## src/rtl/mux41_arb_pkg.sv

```systemverilog
`default_nettype none
// ============================================================================
// Module      : mux41_arb_pkg
// Description : Shared constants, state encoding and helpers for the
//               mux41 round-robin arbiter.
//               NUM_REQ - number of requesters (mux41 data inputs)
//               SEL_W   - width of the mux41 select
//               state_e - arbiter FSM state (IDLE / OWN)
//               onehot  - index -> one-hot grant vector
// Revision    : 1.0 - initial release
// ============================================================================
package mux41_arb_pkg;

    localparam int NUM_REQ = 4;
    localparam int SEL_W   = 2;

    // Explicit 1-bit encoding so the state register is legacy-compatible.
    typedef enum logic [0:0] {
        IDLE = 1'b0,
        OWN  = 1'b1
    } state_e;

    function automatic logic [NUM_REQ-1:0] onehot(input logic [SEL_W-1:0] index);
        logic [NUM_REQ-1:0] result;
        result        = '0;
        result[index] = 1'b1;
        return result;
    endfunction

endpackage : mux41_arb_pkg
`default_nettype wire

```

## src/rtl/rr_pick.sv

```systemverilog
`default_nettype none
// ============================================================================
// Module      : rr_pick
// Description : Combinational round-robin picker. Returns the first asserted
//               request found searching ptr, ptr+1, ... modulo NUM_REQ.
// Ports       : req [3:0] - request vector
//               ptr [1:0] - search start position
//               idx [1:0] - index of the winning request (ptr when none)
//               any       - at least one request asserted
// Revision    : 1.0 - initial release
// ============================================================================
module rr_pick
    import mux41_arb_pkg::*;
(
    input  logic [NUM_REQ-1:0] req,
    input  logic [SEL_W-1:0]   ptr,
    output logic [SEL_W-1:0]   idx,
    output logic               any
);

    logic [SEL_W-1:0] cand;

    // Scan from the farthest position back towards ptr, so the candidate
    // closest to ptr is the last one written and therefore wins.
    always_comb begin
        idx  = ptr;
        cand = ptr;
        any  = |req;
        for (int k = NUM_REQ - 1; k >= 0; k--) begin
            cand = ptr + SEL_W'(k);
            if (req[cand]) begin
                idx = cand;
            end
        end
    end

endmodule : rr_pick
`default_nettype wire

```

## src/rtl/mux41_rr_arbiter.sv

```systemverilog
`default_nettype none
// ============================================================================
// Module      : mux41_rr_arbiter
// Description : Round-robin arbiter driving the select of a 4:1 mux (mux41).
//               Requester i owns mux input Ii. The owner keeps the grant
//               while it requests, for at most MAX_HOLD consecutive cycles,
//               then ownership rotates to the next requester.
// Parameters  : MAX_HOLD - max consecutive grant cycles per owner (1..255)
//               CNT_W    - hold counter width, 2**CNT_W > MAX_HOLD
// Ports       : clk    - system clock, rising edge
//               rst_n  - asynchronous active-low reset
//               req    - request per mux input
//               lock   - (MUX41_ARB_LOCK_EN only) suppress the hold timeout
//               grant  - registered one-hot grant, zero when idle
//               sel    - registered mux select (index of the owner)
//               active - a grant is held, sel is meaningful
// Options     : MUX41_ARB_LOCK_EN - adds the lock input
// Revision    : 1.0 - initial release
// ============================================================================
module mux41_rr_arbiter
    import mux41_arb_pkg::*;
#(
    parameter int MAX_HOLD = 8,
    parameter int CNT_W    = 8
) (
    input  logic               clk,
    input  logic               rst_n,
    input  logic [NUM_REQ-1:0] req,
`ifdef MUX41_ARB_LOCK_EN
    input  logic               lock,
`endif
    output logic [NUM_REQ-1:0] grant,
    output logic [SEL_W-1:0]   sel,
    output logic               active
);

    localparam logic [CNT_W-1:0] HOLD_LAST = CNT_W'(MAX_HOLD - 1);

    state_e             state_q,    state_d;
    logic [SEL_W-1:0]   ptr_q,      ptr_d;
    logic [CNT_W-1:0]   hold_cnt_q, hold_cnt_d;
    logic [NUM_REQ-1:0] grant_q,    grant_d;
    logic [SEL_W-1:0]   sel_q,      sel_d;
    logic               active_q,   active_d;

    logic [SEL_W-1:0]   pick_ptr;
    logic [SEL_W-1:0]   pick_idx;
    logic               pick_any;
    logic               owner_req;
    logic               at_limit;
    logic               lock_hold;
    logic               do_release;

`ifdef MUX41_ARB_LOCK_EN
    assign lock_hold = lock;
`else
    assign lock_hold = 1'b0;
`endif

    // sel_q always names the current owner while in OWN.
    assign owner_req  = req[sel_q];
    assign at_limit   = (hold_cnt_q == HOLD_LAST);
    // Owner drop and timeout in the same cycle collapse into one release.
    assign do_release = !owner_req || (at_limit && !lock_hold);

    // On release the search must already start after the owner, so the
    // picker is fed the rotated pointer in OWN; in IDLE it uses ptr_q.
    assign pick_ptr = (state_q == OWN) ? (sel_q + SEL_W'(1)) : ptr_q;

    rr_pick u_rr_pick (
        .req (req),
        .ptr (pick_ptr),
        .idx (pick_idx),
        .any (pick_any)
    );

    always_comb begin
        state_d    = state_q;
        ptr_d      = ptr_q;
        hold_cnt_d = hold_cnt_q;
        grant_d    = grant_q;
        sel_d      = sel_q;
        active_d   = active_q;

        case (state_q)
            IDLE: begin
                if (pick_any) begin
                    state_d    = OWN;
                    grant_d    = onehot(pick_idx);
                    sel_d      = pick_idx;
                    active_d   = 1'b1;
                    hold_cnt_d = '0;
                end
            end

            OWN: begin
                if (do_release) begin
                    ptr_d      = sel_q + SEL_W'(1);
                    hold_cnt_d = '0;
                    if (pick_any) begin
                        // Direct hand-over, no idle cycle between owners.
                        grant_d  = onehot(pick_idx);
                        sel_d    = pick_idx;
                        active_d = 1'b1;
                    end else begin
                        // sel keeps the last owner to avoid mux toggling.
                        state_d  = IDLE;
                        grant_d  = '0;
                        active_d = 1'b0;
                    end
                end else if (!at_limit) begin
                    hold_cnt_d = hold_cnt_q + CNT_W'(1);
                end
                // at_limit without release only happens under lock:
                // the counter saturates at HOLD_LAST.
            end

            default: begin
                state_d  = IDLE;
                grant_d  = '0;
                active_d = 1'b0;
            end
        endcase
    end

    always_ff @(posedge clk or negedge rst_n) begin
        if (!rst_n) begin
            state_q    <= IDLE;
            ptr_q      <= '0;
            hold_cnt_q <= '0;
            grant_q    <= '0;
            sel_q      <= '0;
            active_q   <= 1'b0;
        end else begin
            state_q    <= state_d;
            ptr_q      <= ptr_d;
            hold_cnt_q <= hold_cnt_d;
            grant_q    <= grant_d;
            sel_q      <= sel_d;
            active_q   <= active_d;
        end
    end

    assign grant  = grant_q;
    assign sel    = sel_q;
    assign active = active_q;

endmodule : mux41_rr_arbiter
`default_nettype wire
```

## config.mk

```make
export PLATFORM = sky130hd
export DESIGN_NAME = mux41_rr_arbiter
export DESIGN_NICKNAME = d
export VERILOG_FILES = /design/src/rtl/mux41_arb_pkg.sv /design/src/rtl/rr_pick.sv /design/src/rtl/mux41_rr_arbiter.sv
export SDC_FILE = /design/constraint.sdc
export NUM_CORES = 1
export LEC_CHECK = 0
export CORE_MARGIN = 10
export CORE_UTILIZATION = 45
export CTS_BUF_LIST = sky130_fd_sc_hd__clkbuf_4
export DETAILED_ROUTE_END_ITERATION = 7
export GPL_TIMING_DRIVEN = 0
export PLACE_DENSITY = 0.74
export SLEW_MARGIN = 20
export SYNTH_ARGS = -nofsm -noshare
export SYNTH_HDL_FRONTEND = slang
export SYNTH_SLANG_ARGS = --single-unit
export TNS_END_PERCENT = 20
```

## constraint.sdc

```tcl
create_clock -name clk -period 5.3 [get_ports clk]
set_clock_uncertainty 0.2 [all_clocks]
set_input_delay 0.53 -clock clk [delete_from_list [all_inputs] [get_ports clk]]
set_output_delay 0.53 -clock clk [all_outputs]
set_load 0.05 [all_outputs]
```

==> impl_summary.md <==
CTS
TritonCTS built the clock tree. In this run the clock root is driven by a sky130_fd_sc_hd__clkbuf_4. Once the clock tree was built, the resizer swapped 0 gates to a different size. The total CTS buffers is 3. The count of clock tree sinks is 18.

The post-cts hold buffer count is 0. The number of H-tree branching levels is 1. Clock-pin slew was measured on the worst setup and hold paths at 0.11 ns.

Buffers added to address setup during post-CTS repair amount to 0. The later pin in the worst-skew pair is clocked with a latency of 0.30 ns. The number of buffers on the longest clock path is 2.

Power and ir drop
In this run the power spent charging and discharging nets is 0.301 mW. The worst-case vdd ir drop is 0.321 mV. The power per standard cell area is 539 nW/um2. The total internal power is 0.355 mW. The fraction of power consumed by sequential logic is 32.8%.

In this run switching power makes up 45.9% of total power. The portion of total power attributed to the clock network is 11.0%. The combinational cell fraction of total power is 56.2%.

Total power for the finished layout comes to 0.656 mW. For this design the static power due to leakage is 0.510 nW.

Layout
The number of nets at the end of the flow is 127. The area occupied by registers is 450 um2. Fill cells in the final layout number 200.

The multi-input logic area is 561 um2. The number of antenna diodes is 0. For this run, the number of standard cells in the final layout without fillers is 147.

The final core utilization is 55.0%. The finished cells cover 1220 um2. The share of layout cells above drive strength 1 is 14.3%. The relative area change from synthesis to final layout is 16.4%.

Floorplan
The initial core utilization is 47.3%. The overall die width is 68.2 um. The vertical die dimension is 68.2 um.

For this design the top-level I/O count stands at 13. The overall die area is 4650 um2. The row count is 17. The core region area is 2210 um2.

Timing
Measured against its own limit, the worst slew margin works out to 44.9%. The achievable clock frequency is 422 MHz. The final critical path time including I/O delays and setup is 2.37 ns. The final count of negative-setup-slack endpoints is 0. Setup repair after global routing left no endpoint under its margin. The hold violation count in the final report was 0.

Of the available clock period, the critical path in the final layout requires 44.8%. The setup TNS is 0 ns. The transition at the pin with the smallest max-transition slack is 0.825 ns.

The final number of max-transition violations is 0.

Worst setup path
Data arrives at the worst endpoint at 1.64 ns. The largest individual stage delay along the critical path comes from the cell sky130_fd_sc_hd__clkdlybuf4s50_1. The class of the most critical setup path is register to output port. The worst setup path is captured at an output port. The delay contributed by the slowest stage of the critical path is 0.86 ns. The worst register-to-register path has a depth of 6. The launching point of the worst reg2reg path is hold_cnt_q[4]. For the worst setup path, the data required time is 4.57 ns.

The setup check on the worst reg-to-reg path leaves a slack of 3.06 ns. Walking the worst path, the cells encountered are clkdlybuf4s50_1. The worst setup path is launched from a register. The gate family responsible for the most delay along the worst path is buffers and inverters. The largest driver fanout on the critical path is 8. The worst path buffer plus inverter count is 1. The endpoint of the most critical register-to-register path is hold_cnt_q[3].

Route
The via density per instance is 5.92. The number of remaining DRC errors is 0. The final route contains 870 vias. In this run the remaining antenna-violating nets after routing total 0. The number of detailed-routing iterations run before antenna repair is 4. The sum of routed wire length over all layers is 2210 um. The average wire per cell in the routed design is 15.1 um. The number of violations reported at the end of detailed-routing iteration 0 is 60.

GRT
For this run the aggregate overflow at the end of global routing stands at 0. Entering global routing, the biggest net connects 19 pins. The number of global-route vias before repair is 895. The initial antenna violation count is 0. The wire length of the first global-routing pass is 4090 um. The total track usage is 11.3%.

Yosys
Of all cell types, the one taking the most synthesized area is sky130_fd_sc_hd__dfrtp_1. Yosys instantiated no cell more often than sky130_fd_sc_hd__dfrtp_1. The number of distinct library cells after synthesis is 38.

By area the synthesized netlist is led by sky130_fd_sc_hd__dfrtp_1, sky130_fd_sc_hd__o21ai_0, sky130_fd_sc_hd__nand2_1, sky130_fd_sc_hd__o31ai_1, sky130_fd_sc_hd__nand2b_1. During synthesis, Yosys emitted a total of 0 warnings. Sequential elements use 43.1% of the synthesized area.

The cell count after synthesis is 104. The summed instance area of the synthesized netlist is 1050 um2. Counting flops with an async set or reset pin after synthesis yields a share of 100%. Of the post-synthesis cell area, the dominant cell type holds 43.1%.

The flip-flop and latch count after synthesis is 18. In the synthesized netlist the dominant register cell turns out to be sky130_fd_sc_hd__dfrtp_1. The post-synth net total is 111. The commonest cells after synthesis are sky130_fd_sc_hd__dfrtp_1, sky130_fd_sc_hd__nand2_1, sky130_fd_sc_hd__o21ai_0.

The post-synthesis area per instance is 10.1 um2. The count of flip-flops with a built-in enable after synthesis is 0.

Worst hold path
The worst hold path endpoint is grant[0]. The worst hold path belongs to the class register to register. The startpoint of the worst hold path is grant[0].

The worst hold path cell count is 2.

Placed design
The total instance count after detailed placement is 143. In this run the tool buffered the top-level ports with 11 buffer cells. The placed cell area is 1190 um2. The placer's final routability congestion estimate is 0.758. The total half-perimeter wirelength after legalization and detailed placement is 1650 um.

Run status
The run finished with clean final reports.

Run
Across the run, the number of max-cap violations was 0.
[area by class of cell]
class / count / share of cell area (%)
clock buffer: 3 / 1.85
buffer: 3 / 1.64
inverter: 4 / 1.23
sequential: 18 / 37.0
multi-input combinational: 79 / 46.0
timing repair buffer: 11 / 9.04
clock inverter: 1 / 0.308
tap: 28 / 2.88
[kinds of logic (layout without fill, tap and decap cells)]
family | count (synthesis) | after routing | share of synthesized area [%]
compound gates | 36 | 36 | 26.7
mux | 4 | 4 | 5.14
fa+ha+maj | 1 | 1 | 1.20
xor+xnor | 1 | 1 | 0.837
simple gates | 37 | 37 | 19.7
flops | 18 | 18 | 43.1
buf+inv | 7 | 22 | 3.35
[tightest hold or removal path, stage by stage (launching register included)]
cell	delay [ns]
sky130_fd_sc_hd__dfrtp_1	0.36
sky130_fd_sc_hd__nand2_1	0.06
sky130_fd_sc_hd__o21ai_2	0.05
[layer usage]
metal  track usage (%)  vias to the layer above  share of wire (%)
met4              3.77                        0                1.1
met5                 0                        -                  0
met3              3.75                        5                5.6
met1              13.0                      429                 46
met2              19.3                       19                 47
li1                  -                      417                  -
[registers in the layout (all words and copies together) (netlist names)]
| signal | flops |
|---|---|
| ptr_q | 2 |
| sel | 2 |
| state_q | 1 |
| hold_cnt_q | 8 |
| grant | 4 |
| active | 1 |
[worst max-delay path by stage]
| stage | end | depth (start not counted) | start |
|---|---|---|---|
| after global routing | sel[0] | 1 | sel[0] |
| after floorplan | hold_cnt_q[3] | 6 | sel[0] |
| after CTS | sel[0] | 1 | sel[0] |
| final | sel[0] | 1 | sel[0] |
| after global placement | hold_cnt_q[3] | 7 | req[3] |
| after detailed placement | hold_cnt_q[3] | 7 | req[3] |
[power groups by stage]
stage | clock network [mW] | logic [mW] | registers (mW)
2_1_floorplan | 0 | 0.208 | 0.285
3_3_place_gp | 0 | 0.367 | 0.216
3_5_place_dp | 0 | 0.371 | 0.219
4_1_cts | 0.0743 | 0.374 | 0.215
5_1_grt | 0.0822 | 0.407 | 0.222
6_report | 0.0720 | 0.369 | 0.215
[cell usage in the layout (no fill, tap or decap), drive strengths merged, types with 2 or more instances in the layout]
cell type and instances:
buf 2, nor2b 4, dfrtp 18, nor2 4, clkbuf 4, and3 3, inv 4, o21ai 16
o31ai 5, nand3 6, clkdlybuf4s50 11, nand2b 5, mux2i 2, nand2 12, a311o 2, a22o 2
nor3 2
[through the flow]
stage | setup WS, ns | hold slack, ns
after floorplan | 3.09 | 0.0344
after global placement | 2.79 | 0.262
after detailed placement | 2.74 | 0.274
after CTS | 2.91 | 0.300
after global routing | 2.83 | 0.332
final | 2.93 | 0.291
(Power assumes the default switching activity.)
==> RTL edit 1: new RTL, config.mk and constraints unchanged <==
Build with the macro `MUX41_ARB_LOCK_EN` defined.
--- a/src/rtl/mux41_rr_arbiter.sv
+++ b/src/rtl/mux41_rr_arbiter.sv
@@ -17,6 +17,8 @@
 // Options     : MUX41_ARB_LOCK_EN - adds the lock input
 // Revision    : 1.0 - initial release
 // ============================================================================
+`define MUX41_ARB_LOCK_EN
+
 module mux41_rr_arbiter
     import mux41_arb_pkg::*;
 #(
Ports: changed (added lock); port bits go from 13 to 14. The function was not compared with the original's and may differ.
==> RTL edit 1 against the unedited design <==
Synthesized cell count stayed put; wire length is 3.0% higher; total power is 6.6% lower; sequential cell count stayed put; final area is 1.2% higher; setup slack worse by 0.029 ns; synthesized area is 0.48% higher.
==> RTL edit 1: results (changes against the unedited design) <==
metric,value,unit,change
leading cell types by total area after synthesis,"sky130_fd_sc_hd__dfrtp_1 43%, sky130_fd_sc_hd__nand2_1 3.9%, sky130_fd_sc_hd__nor2_1 3.2%, sky130_fd_sc_hd__mux4_1 2.5%, sky130_fd_sc_hd__a22o_1 2.5%",,
mux cell area share after synthesis,0.0655,,+0.0140
total of plain and repair buffers excluding clock buffers,15,,+1
"Net Count, Synth",112,,+0.90%
IO buf count,12,,+1
maximum vdd drop,0.344,mV,+7.4%
final standard cell count with taps included and fillers excluded,148,,+0.68%
via count of the first global-routing pass,841,,-6.0%
detailed-placement wirelength estimate,1690,microns,+2.0%
detailed-route via count,848,,-2.5%
part of the Yosys area used for sequential elements,0.429,,-0.00205
wire length of the first global-routing pass,3930,microns,-4.0%
layout cell share with drive strength beyond 1,0.133,,-0.00952
gpl congestion,0.816,,+7.6%
Compound-Gate Fraction of Synth Area,0.179,,-0.0882
post-layout util,0.557,,+0.00679
Final Net Count,129,,+1.6%
sw power,0.000276,W,-8.4%
final-layout non-clock buffer area share,0.114,,+0.00682
mapped cell area,1050,sq um,+0.48%
clk cell area share,0.0213,,-0.000263
total number of sequential cells,18,,unchanged
Clk. pwr,0.0000716,W,-0.6%
all-layer global routing usage,0.107,,-0.00576
dpl ws,2.63,ns,-0.118 ns
list of most frequent post-synthesis cells,"18 x sky130_fd_sc_hd__dfrtp_1, 11 x sky130_fd_sc_hd__nand2_1, 9 x sky130_fd_sc_hd__nor2_1",,
count of cell types in the netlist,43,,+13%
cell total after placement,144,,+0.70%
adder-cell share of the synthesized area,0.0119,,-0.0000570
fraction of synthesized cell area in xor and xnor cells,0.0500,,+0.0416
Logic power comb,0.000325,W,-12%
Max-slew headroom,0.473,,+0.0240
data arrival time of the critical path,1.67,ns,+0.03 ns
P_leak,0.516,nW,+1.2%
average routed wire per standard cell,15.4,microns,+2.3%
placed cell area,1210,sq um,+1.3%
worst hold start,active,,
status,"complete, no violations",,
RTL edit 1: cell count changes after synthesis, moves of 3 or more:
cell	unedited run	this run
sky130_fd_sc_hd__nor2_1	4	9
sky130_fd_sc_hd__nor2b_1	4	0
sky130_fd_sc_hd__xnor2_1	0	3
sky130_fd_sc_hd__o31ai_1	5	0
sky130_fd_sc_hd__nand3_1	6	3
sky130_fd_sc_hd__o21ai_0	11	5
RTL edit 1: layer usage:
metal  routed length, microns  global-route usage  vias to the layer above
met3                      141              0.0375                        4
li1                         -                   -                      415
met5                        0                   0                        -
met1                     1060               0.137                      406
met2                     1050               0.162                       23
met4                       27              0.0427                        0
RTL edit 1: final timing paths:
kind	endpoint	slack, ns	depth (start not counted)
max in group asynchronous	hold_cnt_q[1]	3.93	1
max	sel[0]	2.90	1
min	active	0.28	2
min in group asynchronous	ptr_q[1]	0.48	1
max reg2reg	grant[3]	3.18	5
min reg2reg	active	0.28	2
==> RTL edit 2: new RTL, same settings <==
Made on the original files. Make the reset (`rst_n`) synchronous in one clocked block. Comments in the files are not updated.
--- a/src/rtl/mux41_rr_arbiter.sv
+++ b/src/rtl/mux41_rr_arbiter.sv
@@ -123,7 +123,7 @@
         endcase
     end
 
-    always_ff @(posedge clk or negedge rst_n) begin
+    always_ff @(posedge clk) begin
         if (!rst_n) begin
             state_q    <= IDLE;
             ptr_q      <= '0;
Function: differs if rst_n is asserted again (counterexample within 4 cycles, from zero or initial values and one cycle with rst_n low); with rst_n held inactive, the same outputs for 10 cycles.
==> RTL edit 2 against the unedited design <==
Setup slack got worse by 0.0060 ns; wire length increased by 8.2%; final area decreased by 0.51%; sequential cell count unchanged; count of clock-buffer cells in the layout unchanged; synthesized area decreased by 1.6%; largest cell class unchanged.
Power is not compared: it rests on default switching activity, and its combinational part moved more than twofold at a synthesized area within 25%.
==> RTL edit 2: results (changes against the unedited design) <==
metric,value,unit,change
total wirelength of the detailed-routed design,2400,microns,+8.2%
Compound-Gate Fraction of Synth Area,0.275,,+0.00786
number of filler instances in the final layout,217,,+8.5%
list of most frequent post-synthesis cells,"18 x sky130_fd_sc_hd__dfxtp_1, 12 x sky130_fd_sc_hd__nor2_1, 8 x sky130_fd_sc_hd__nand2_1",,
Final Net Count,139,,+9.4%
Top Family by Delay on Critical Path,buffers and inverters,,
gpl congestion,0.784,,+3.5%
detailed-placement wirelength estimate,1850,microns,+12%
CP Launch Point,sel[1],,
IO buf count,12,,+1
detailed-route via count,931,,+7.0%
initial antenna violation count,0,,unchanged
total of plain and repair buffers excluding clock buffers,17,,+3
nonclk inv count,7,,+3
Pre-Repair DR Iteration Count,5,,+1
multi-input combinational cell count,85,,+7.6%
worst hold start,grant[2],,
adder-cell share of the synthesized area,0.0122,,+0.000189
proportion of register bits with asynchronous set or reset after synthesis,0,,-1.00
wire length of the first global-routing pass,4120,microns,+0.68%
initial drt markers,66,,+10%
worst hold stages,1,,-1
via count of the first global-routing pass,964,,+7.7%
largest fanout on the critical path,6,,-2
count of cell types in the netlist,47,,+24%
placed cell area,1180,sq um,-0.52%
all-layer global routing usage,0.114,,+0.00106
RR Startpoint,sel[0],,
"Net Count, Synth",122,,+9.9%
dpl ws,2.65,ns,-0.0963 ns
overall power,0.000337,W,
largest net degree at the start of global routing,11,,-8
Least-Margin Pin Slew,0.503,ns,-0.322 ns
synth warn,0,,unchanged
final-layout non-clock buffer area share,0.129,,+0.0222
cell total after placement,155,,+8.4%
clk cell area share,0.0217,,+0.000112
Horiz. Die Dim,67.8,microns,-0.55%
status,"complete, no violations",,
part of the Yosys area used for sequential elements,0.350,,-0.0807
top_reg_cell synth,sky130_fd_sc_hd__dfxtp_1,,
mux cell area share after synthesis,0.0425,,-0.00891
fraction of synthesized cell area in xor and xnor cells,0.00851,,+0.000132
Seq/total area,0.298,,-0.0725
footprint of the flip-flops and latches,360,sq um,-20%
post-DR vias/cell,5.86,,-1.1%
count of clock-net buffers in the final layout,3,,unchanged
leading cell types by total area after synthesis,"sky130_fd_sc_hd__dfxtp_1 35%, sky130_fd_sc_hd__nor2_1 4.4%, sky130_fd_sc_hd__nor2b_1 3.0%, sky130_fd_sc_hd__o211a_1 2.9%, sky130_fd_sc_hd__nand2_1 2.9%",,
fraction of area in multi-input gates,0.501,,+0.0406
synthesized area per cell,8.95,sq um,-11%
layout cell share with drive strength beyond 1,0.137,,-0.00545
==> RTL edit 2: cell types whose count changed after synthesis, sizes merged, moves of 3 or more <==
cell,unedited run,this run
dfrtp,18,0
dfxtp,0,18
o21ai,16,1
nor2,4,12
a21oi,1,6
o31ai,5,0
nand2,12,8
o221a,0,4
inv,4,7
o211a,0,3
o211ai,1,4
==> RTL edit 2: final timing paths <==
| path | to | slack [ns] |
|---|---|---|
| min reg2reg | grant[2] | 0.27 |
| min | grant[2] | 0.27 |
| max | sel[1] | 2.92 |
| max reg2reg | hold_cnt_q[6] | 3.31 |
==> RTL edit 2: layer usage <==
metal,part of all wire,track usage,vias up
li1,-,-,463
met1,0.42,0.115,447
met2,0.51,0.211,15
met3,0.038,0.0343,6
met4,0.022,0.0528,0
met5,0,0,-
